**src/rtl/lc3_clk_pkg.sv**
```systemverilog
`default_nettype none
// ============================================================================
// lc3_clk_pkg : shared types and constants for the LC-3 slow-clock controller
// Revision    : 1.0
// ============================================================================
package lc3_clk_pkg;

  localparam int CLK_HZ           = 50000000;
  localparam int DEBOUNCE_DEFAULT = 1000000;

  localparam int BTN_RUN  = 0;
  localparam int BTN_STEP = 1;
  localparam int BTN_HALT = 2;
  localparam int NUM_BTNS = 3;

  typedef enum logic [1:0] {
    ST_HALTED    = 2'b00,
    ST_RUNNING   = 2'b01,
    ST_STEP_WAIT = 2'b10
  } state_e;

endpackage
`default_nettype wire

```
**src/rtl/btn_debounce.sv**
```systemverilog
`default_nettype none
// ============================================================================
// btn_debounce : synchronises a raw pushbutton, accepts a level change only
//                after DEBOUNCE_CYCLES stable cycles, pulses press on accepted 1
// Revision     : 1.0
// ============================================================================
module btn_debounce
  import lc3_clk_pkg::*;
#(
  parameter int DEBOUNCE_CYCLES = DEBOUNCE_DEFAULT
) (
  input  logic clk,
  input  logic rst,
  input  logic btn_in,
  output logic level,
  output logic press
);

  localparam int            CW       = (DEBOUNCE_CYCLES > 1) ? $clog2(DEBOUNCE_CYCLES) : 1;
  localparam logic [CW-1:0] CNT_LAST = CW'(DEBOUNCE_CYCLES - 1);

  logic          sync1_q, sync1_d;
  logic          sync2_q, sync2_d;
  logic          stable_q, stable_d;
  logic          press_q, press_d;
  logic [CW-1:0] cnt_q, cnt_d;

  always_comb begin
    sync1_d  = btn_in;
    sync2_d  = sync1_q;
    stable_d = stable_q;
    press_d  = 1'b0;
    cnt_d    = '0;
    // Any cycle where the synchronised level agrees with stable restarts the count
    if (sync2_q != stable_q) begin
      if (cnt_q == CNT_LAST) begin
        stable_d = sync2_q;
        press_d  = sync2_q;
      end else begin
        cnt_d = cnt_q + CW'(1);
      end
    end
  end

  always_ff @(posedge clk) begin
    if (rst) begin
      sync1_q  <= 1'b0;
      sync2_q  <= 1'b0;
      stable_q <= 1'b0;
      press_q  <= 1'b0;
      cnt_q    <= '0;
    end else begin
      sync1_q  <= sync1_d;
      sync2_q  <= sync2_d;
      stable_q <= stable_d;
      press_q  <= press_d;
      cnt_q    <= cnt_d;
    end
  end

  assign level = stable_q;
  assign press = press_q;

endmodule
`default_nettype wire

```
**src/rtl/cpu_step_ctrl.sv**
```systemverilog
`default_nettype none
// ============================================================================
// cpu_step_ctrl : turns rising edges of the 1 Hz divider output into one-cycle
//                 CPU enables, gated by a RUN/STEP/HALT button state machine
// Revision      : 1.0
// ============================================================================
module cpu_step_ctrl
  import lc3_clk_pkg::*;
#(
  parameter int DEBOUNCE_CYCLES = DEBOUNCE_DEFAULT,
  parameter int CNT_W           = 16
) (
  input  logic             clk,
  input  logic             rst,
  input  logic             slow_in,
  input  logic             btn_run,
  input  logic             btn_step,
  input  logic             btn_halt,
  input  logic             halt_req,
  output logic             cpu_en,
  output logic [1:0]       state,
  output logic [CNT_W-1:0] step_count
);

  logic [NUM_BTNS-1:0] btn_raw;
  logic [NUM_BTNS-1:0] btn_press;
  logic [NUM_BTNS-1:0] unused_level;

  assign btn_raw = {btn_halt, btn_step, btn_run};

  for (genvar i = 0; i < NUM_BTNS; i++) begin : g_btn
    btn_debounce #(
      .DEBOUNCE_CYCLES(DEBOUNCE_CYCLES)
    ) u_debounce (
      .clk   (clk),
      .rst   (rst),
      .btn_in(btn_raw[i]),
      .level (unused_level[i]),
      .press (btn_press[i])
    );
  end

  // Slow-clock synchroniser and rising-edge detector
  logic       s1_q, s1_d;
  logic       s2_q, s2_d;
  logic       p_q, p_d;
  logic [1:0] vld_q, vld_d;
  logic       tick;

  // p is held high until s2 carries a genuine sample, so a slow_in already
  // high when reset is released is not mistaken for a rising edge
  always_comb begin
    s1_d  = slow_in;
    s2_d  = s1_q;
    vld_d = {vld_q[0], 1'b1};
    p_d   = vld_q[1] ? s2_q : 1'b1;
  end

  assign tick = s2_q & ~p_q;

  // Mode FSM
  state_e           state_q, state_d;
  logic             cpu_en_q, cpu_en_d;
  logic [CNT_W-1:0] step_count_q, step_count_d;
  logic             halt_evt;

  assign halt_evt = btn_press[BTN_HALT] | halt_req;

  always_ff @(posedge clk) begin
    if (rst) begin
      s1_q         <= 1'b0;
      s2_q         <= 1'b0;
      p_q          <= 1'b1;
      vld_q        <= 2'b00;
      state_q      <= ST_HALTED;
      cpu_en_q     <= 1'b0;
      step_count_q <= '0;
    end else begin
      s1_q         <= s1_d;
      s2_q         <= s2_d;
      p_q          <= p_d;
      vld_q        <= vld_d;
      state_q      <= state_d;
      cpu_en_q     <= cpu_en_d;
      step_count_q <= step_count_d;
    end
  end

  always_comb begin
    state_d = state_q;
    case (state_q)
      ST_HALTED: begin
        if (!halt_evt) begin
          if (btn_press[BTN_RUN])       state_d = ST_RUNNING;
          else if (btn_press[BTN_STEP]) state_d = ST_STEP_WAIT;
        end
      end
      ST_RUNNING: begin
        if (halt_evt) state_d = ST_HALTED;
      end
      ST_STEP_WAIT: begin
        if (halt_evt || tick) state_d = ST_HALTED;
      end
      default: state_d = ST_HALTED;
    endcase
  end

  always_comb begin
    cpu_en_d = 1'b0;
    if (!halt_evt && tick &&
        (state_q == ST_RUNNING || state_q == ST_STEP_WAIT)) begin
      cpu_en_d = 1'b1;
    end
    step_count_d = step_count_q + (cpu_en_d ? CNT_W'(1) : CNT_W'(0));
  end

  assign cpu_en     = cpu_en_q;
  assign state      = state_q;
  assign step_count = step_count_q;

endmodule
`default_nettype wire

```
**config.mk**
```make
export PLATFORM = sky130hd
export DESIGN_NAME = cpu_step_ctrl
export DESIGN_NICKNAME = d
export VERILOG_FILES = /design/src/rtl/lc3_clk_pkg.sv /design/src/rtl/btn_debounce.sv /design/src/rtl/cpu_step_ctrl.sv
export SDC_FILE = /design/constraint.sdc
export NUM_CORES = 1
export LEC_CHECK = 0
export BUFFER_PORTS_ARGS = -buffer_cell sky130_fd_sc_hd__buf_2
export CAP_MARGIN = 25
export CORE_UTILIZATION = 45
export CTS_BUF_LIST = sky130_fd_sc_hd__clkbuf_8 sky130_fd_sc_hd__clkbuf_16
export DETAILED_ROUTE_END_ITERATION = 6
export HOLD_SLACK_MARGIN = 0.1
export PLACE_DENSITY = 0.64
export SYNTH_ARGS = -nofsm -noshare
export SYNTH_HDL_FRONTEND = slang
export SYNTH_SLANG_ARGS = --single-unit
```
**constraint.sdc**
```tcl
create_clock -name clk -period 3.2 [get_ports clk]
set_input_delay 0.32 -clock clk [delete_from_list [all_inputs] [get_ports clk]]
set_output_delay 0.32 -clock clk [all_outputs]
set_load 0.02 [all_outputs]
```
---- Word-level counts from Yosys, hierarchy flattened ----
Cells that the tools add are included.
operators by class
  reductions and logical operators ........ 17
  $add $sub $neg .......................... 4
  bitwise logic cells ..................... 10
  equal/unequal tests ..................... 12
  muxes and demuxes ....................... 9
operators by type and width
  kind                                                                    count
  20-bit by 1-bit adder with 20-bit output (second input constant)        3
  20-bit equality test (second input constant)                            3
  3-bit OR reduction                                                      6
  16-bit by 1-bit adder with 16-bit output                                1
  2-bit two-way mux                                                       5
  1-bit inverter                                                          8
  2-bit != test (second input constant)                                   3
  2-bit one-hot mux with 3 select lines                                   1
  2-bit AND reduction                                                     3
  4-bit AND reduction                                                     1
  1-bit two-way mux                                                       3
  1-bit != test                                                           3
  3-bit by 1-bit != test with 1-bit output (second input constant)        1
  2-bit by 1-bit equality test with 1-bit output (second input constant)  1
  2-bit equality test (second input constant)                             1
  1-bit logical AND                                                       2
  2-bit zero test                                                         1
  1-bit logical OR                                                        2
  2-bit OR reduction                                                      1
  1-bit AND                                                               1
  1-bit zero test                                                         1
  1-bit bitwise OR                                                        1
word-level totals
  output and inout bits ................... 19
  register bits after elaboration ......... 96
  word-level logic and storage cells ...... 75
  bits of input ports ..................... 7

---- Depth between registers and ports, before layout ----
  depth in word-level cells ............... 7
  gate-level depth with buffers ........... 9
  mapped depth without buffers ............ 9

---- Hierarchy ----
Synthesis repeated with hierarchy kept, for this count alone.
second synthesis, totals
  cell total of the unflattened synthesis .. 486
  area total of the unflattened synthesis .. 4396.7 um^2
modules (own cells, without submodules)
  module         area an instance (um^2)  cells an instance  sequential area each (um^2)  instances
  btn_debounce   1079.8                   123                480.5                        3
  cpu_step_ctrl  1157.4                   117                480.5                        1

---- Worst setup path before layout ----
Ideal clock, no wire load.
  path kind ............................... reg2reg
  start point ............................. register state_q[0] (netlist: state[0])
  end point ............................... register step_count_q[14] (netlist: step_count[14])
  period minus slack after synthesis ...... 2.183 ns
  library setup time ...................... 0.128 ns
  data arrival time ....................... 2.056 ns
  stages on the path, launching flop included .. 10
  data required time ...................... 3.072 ns
  path buffers ............................ 0
  path slack .............................. 1.017 ns
  path through ............................ dfxtp_1 inv_1 ha_1 and3_1 ha_1 ha_1 nand4_1 nor4_1 xnor2_1 nor2_1
between the ends
  word-level cells in the longest chain between the ends .. 6
  elaborated cells on any way between the ends .. 7
  classes of those cells .................. 1 x add/sub; 2 x eq/ne; 2 x mux; 2 x reduce/logical
ends and longest elaborated chain
  element                                                                                       RTL line              source
  start: declaration                                                                            cpu_step_ctrl.sv:62   state_e state_q, state_d;
  start signal: assignment                                                                      cpu_step_ctrl.sv:83   state_q <= state_d;
  2-bit by 1-bit equality test with 1-bit output / 2-bit equality test (equally long branches)  cpu_step_ctrl.sv:111  (state_q == ST_RUNNING || state_q == ST_STEP_WAIT)) begin
  1-bit logical OR (*)                                                                          cpu_step_ctrl.sv:111
  1-bit logical AND (*)                                                                         cpu_step_ctrl.sv:110  if (!halt_evt && tick &&
  1-bit two-way mux (*)                                                                         cpu_step_ctrl.sv:110
  via cpu_en_d                                                                                  cpu_step_ctrl.sv:63   logic cpu_en_q, cpu_en_d;
  1-bit two-way mux (*)                                                                         cpu_step_ctrl.sv:114  step_count_d = step_count_q + (cpu_en_d ? CNT_W'(1) : CNT_W'(0));
  16-bit by 1-bit adder with 16-bit output (*)                                                  cpu_step_ctrl.sv:114
  end signal: assignment                                                                        cpu_step_ctrl.sv:85   step_count_q <= step_count_d;
  end: declaration                                                                              cpu_step_ctrl.sv:64   logic [CNT_W-1:0] step_count_q, step_count_d;
The timed path passes the listed nets; every way through them passes the cells marked *.
A chain may end at the register's enable or synchronous reset.

---- Worst setup path after layout ----
  start point ............................. register g_btn[1].u_debounce.cnt_q[8]
  end point ............................... register g_btn[1].u_debounce.cnt_q[18]
between the ends
  word-level cells in the longest chain between the ends .. 2
  elaborated cells on any way between the ends .. 3
  classes of those cells .................. 1 x add/sub; 1 x eq/ne; 1 x reduce/logical
ends and longest elaborated chain
  element                                                                           RTL line            source
  start: declaration                                                                btn_debounce.sv:26  logic [CW-1:0] cnt_q, cnt_d;
  start signal: assignment                                                          btn_debounce.sv:57  cnt_q <= cnt_d;
  branches (longest 2 deep; another with 20-bit by 1-bit adder with 20-bit output)  -
Several ways; the timed one is not identified.

==> flow_metrics.tcl <==
set metrics [dict create \
    syn_to_final_growth_pct 8.37 \
    die_h_um 98.8 \
    worst_slew_pin_slew_ns 0.610 \
    worstPathCellList "or4b_2 -> nor4_2 -> a211o_1 -> o21ba_2" \
    setup_viol 0 \
    final_area_um2 4570 \
    syn_inst 473 \
    wl_per_cell_um 12.5 \
    vias 3308 \
    mappedNetlistArea_um2 4210 \
    yosys_warnings 0 \
    synth_cell_types 46 \
    vdd_drop_max_mv 0.233 \
    antenna_found_initial 0 \
    grt-ovfl-total 0 \
    start_util_pct 47.4 \
    fill_cells 844 \
    rsz0062_at_grt "no" \
    worst_slack_ns 0.800 \
    fin_skew_ns 0.00563 \
    cp-start-kind "flop" \
    cp.depth 4 \
    synth-async-reset-ratio_pct 0 \
    fmax_mhz 417 \
    fin_cells 605 \
    fin_crit_ns 2.40 \
    post_cts_buffers 0 \
    clk_latency_ns 0.35 \
    via_per_inst 5.47 \
    arrival_ns 2.65 \
    num_rows 34 \
    die_w_um 98.8 \
    ios 26 \
    hold_viol_final 0 \
    hold_start "btn_step" \
    ys.flop_type "dfxtp_1" \
    critPathCapture "g_btn[1].u_debounce.cnt_q[18]$_SDFF_PP0_" \
    placed_area_um2 4420 \
    synth.area.top_cells "dfxtp_1 46%, nor2_1 5.8%, xnor2_1 4.8%" \
    post-place-ws_ns 0.809 \
    layout.nets 512 \
    post-route-period-util_pct 75.0 \
    regToRegSetupSlack_ns 0.80 \
    grt_pass1_vias 2998 \
    leakagePower_nw 1.51 \
    crit_buf_inv 0 \
    synth-seq-cells 96 \
    drive_gt1_share_pct 10.1 \
    drtPass1Iterations 5 \
    r2r_end "g_btn[1].u_debounce.cnt_q[18]$_SDFF_PP0_" \
    crit_start "g_btn[1].u_debounce.cnt_q[8]$_SDFF_PP0_" \
    htreeDepth 3 \
    synth_top_area_share_pct 45.6 \
    hpwlAfterDp_um 5360 \
    path_max_fanout 20 \
    worstRegToRegCells 4 \
    cts_root_buf "clkbuf_8" \
    status "complete, no violations" \
    critical_path.top_delay_family "simple AND/OR/NAND/NOR gates" \
    total_power_mw 1.91 \
    required_ns 3.45 \
    n_antenna_cell 0 \
    criticalPathCategory "reg -> reg" \
    cp_slowest_cell "or4b_2" \
    regToRegStartpoint "g_btn[1].u_debounce.cnt_q[8]$_SDFF_PP0_" \
    max_slew_margin_pct 59.3 \
    grt_pass1_wl_um 13100 \
    drt-total-wl_um 7590 \
    crit_path_max_incr_delay_ns 0.70 \
    drt.antenna.violating_nets 0 \
    ys_seq_area_share_pct 45.6 \
    grt_max_degree 27 \
    track_usage_pct 16.4 \
    clock_path_buffers 2 \
    cts_tree "done" \
    synth_edf_count 0 \
    cts-resized-gates 0 \
    cts_sinks 96 \
    globalplace.congestion 0.751 \
    synth_nets 489 \
    path_clk_slew_ns 0.08 \
    hold_class "in -> reg" \
    powerDensity_nw_per_um2 418 \
    dp_cells 593 \
    slew_violations 0 \
    core_area_um2 8890 \
    synth_largest_area_cell "dfxtp_1" \
    syn_avg_cell_area_um2 8.91 \
    numPortBuffers 25 \
    drt_iter0_drc 69 \
    cts_buffers 9 \
    cp-end-kind "flop" \
    timing.setup.tns_ns 0 \
    drc 0 \
    dieArea_um2 9760 \
    max_cap_violations 0 \
    cts_hold_buf 0 \
]
==> where the power goes <==
| part | switching (mW) | internal, mW | total [mW] | leakage (nW) |
|---|---|---|---|---|
| combinational | 0.0266 | 0.0158 | 0.0424 | 0.656 |
| sequential | 0.00489 | 1.20 | 1.21 | 0.776 |
| clock | 0.377 | 0.284 | 0.662 | 0.0797 |
==> kinds of logic after synthesis <==
| family | synth area share, % |
|---|---|
| muxes | 0.505 |
| and+or+nand+nor | 29.7 |
| DFF | 45.6 |
| AOI/OAI and AO/OA | 9.06 |
| adders and majority gates | 2.67 |
| buffers and inverters | 2.91 |
| xor gates and xnor gates | 9.56 |
==> layout by cell type (no fill, tap or decap), drive strengths merged, types with 2 or more instances in the layout <==
cell	Yosys	routed
or3	16	16
xnor2	23	23
nor2b	13	13
clkbuf	10	10
ha	9	9
nor4b	5	5
and2	6	6
and4	7	7
clkinv	0	2
nor2	65	65
buf	5	27
xor2	23	23
a21oi	26	26
nand4	23	23
inv	14	14
or4	14	14
a211oi	2	2
or4b	3	3
dfxtp	96	96
nor4	7	7
nand2	22	22
nor3	5	5
o31ai	9	9
and3	9	9
nand3	30	30
o21ai	19	19
==> flip-flops by register name, summed over array words and instances, names as in the netlist <==
register and count:
cpu_en 1, g_btn.u_debounce.cnt_q 60, g_btn.u_debounce.level 3, g_btn.u_debounce.press 3
g_btn.u_debounce.sync1_q 3, g_btn.u_debounce.sync2_q 3, p_q 1, s1_q 1
s2_q 1, state 2, step_count 16, vld_q 2
==> layout make-up <==
cell class / count / area (um^2) / area share, %
Clock buffer: 10 / 138 / 3.01
Clock inverter: 2 / 10.0 / 0.219
Inverter: 14 / 52.6 / 1.15
Multi-Input combinational cell: 348 / 2170 / 47.5
Sequential cell: 96 / 1920 / 42.1
Tap cell: 108 / 135 / 2.96
Timing Repair Buffer: 27 / 140 / 3.07
==> worst min path at each step <==
| stage | endpoint | slack (ns) | depth (start not counted) |
|---|---|---|---|
| after floorplan | p_q$_SDFF_PP1_ | 0.34 | 1 |
| after global placement | p_q$_SDFF_PP1_ | 0.35 | 1 |
| after detailed placement | p_q$_SDFF_PP1_ | 0.35 | 1 |
| after CTS | g_btn[1].u_debounce.sync1_q$_SDFF_PP0_ | 0.17 | 2 |
| after global routing | s1_q$_SDFF_PP0_ | 0.19 | 2 |
| final | g_btn[1].u_debounce.sync1_q$_SDFF_PP0_ | 0.18 | 2 |
==> cell usage after synthesis (2+ instances only) <==
| cell | n |
|---|---|
| dfxtp_1 | 96 |
| nor2_1 | 65 |
| nand3_1 | 30 |
| a21oi_1 | 26 |
| xnor2_1 | 23 |
| xor2_1 | 23 |
| nand2_1 | 22 |
| nand4_1 | 22 |
| o21ai_0 | 18 |
| or3_1 | 16 |
| inv_1 | 14 |
| nor2b_1 | 13 |
| or4_1 | 13 |
| clkbuf_1 | 10 |
| and3_1 | 9 |
| ha_1 | 9 |
| o31ai_1 | 9 |
| and4_1 | 7 |
| nor4_1 | 6 |
| and2_1 | 5 |
| nor3_1 | 5 |
| nor4b_1 | 5 |
| a211oi_1 | 2 |
| buf_2 | 2 |
| or4b_1 | 2 |
==> routing by layer <==
| metal | routed length [um] | track usage (%) |
|---|---|---|
| met5 | 0 | 0 |
| met4 | 97 | 5.17 |
| met3 | 215 | 3.90 |
| met2 | 3550 | 27.9 |
| met1 | 3720 | 20.6 |
==> through the flow <==
| stage | utilization (%) | hold slack [ns] |
|---|---|---|
| 4_1_cts | 51.4 | 0.168 |
| 2_1_floorplan | - | 0.343 |
| 6_report | 51.4 | 0.175 |
| 3_5_place_dp | 49.7 | 0.352 |
| 5_1_grt | 51.4 | 0.195 |
| 3_3_place_gp | 49.7 | 0.345 |
Power figures use the tool's default switching activity.
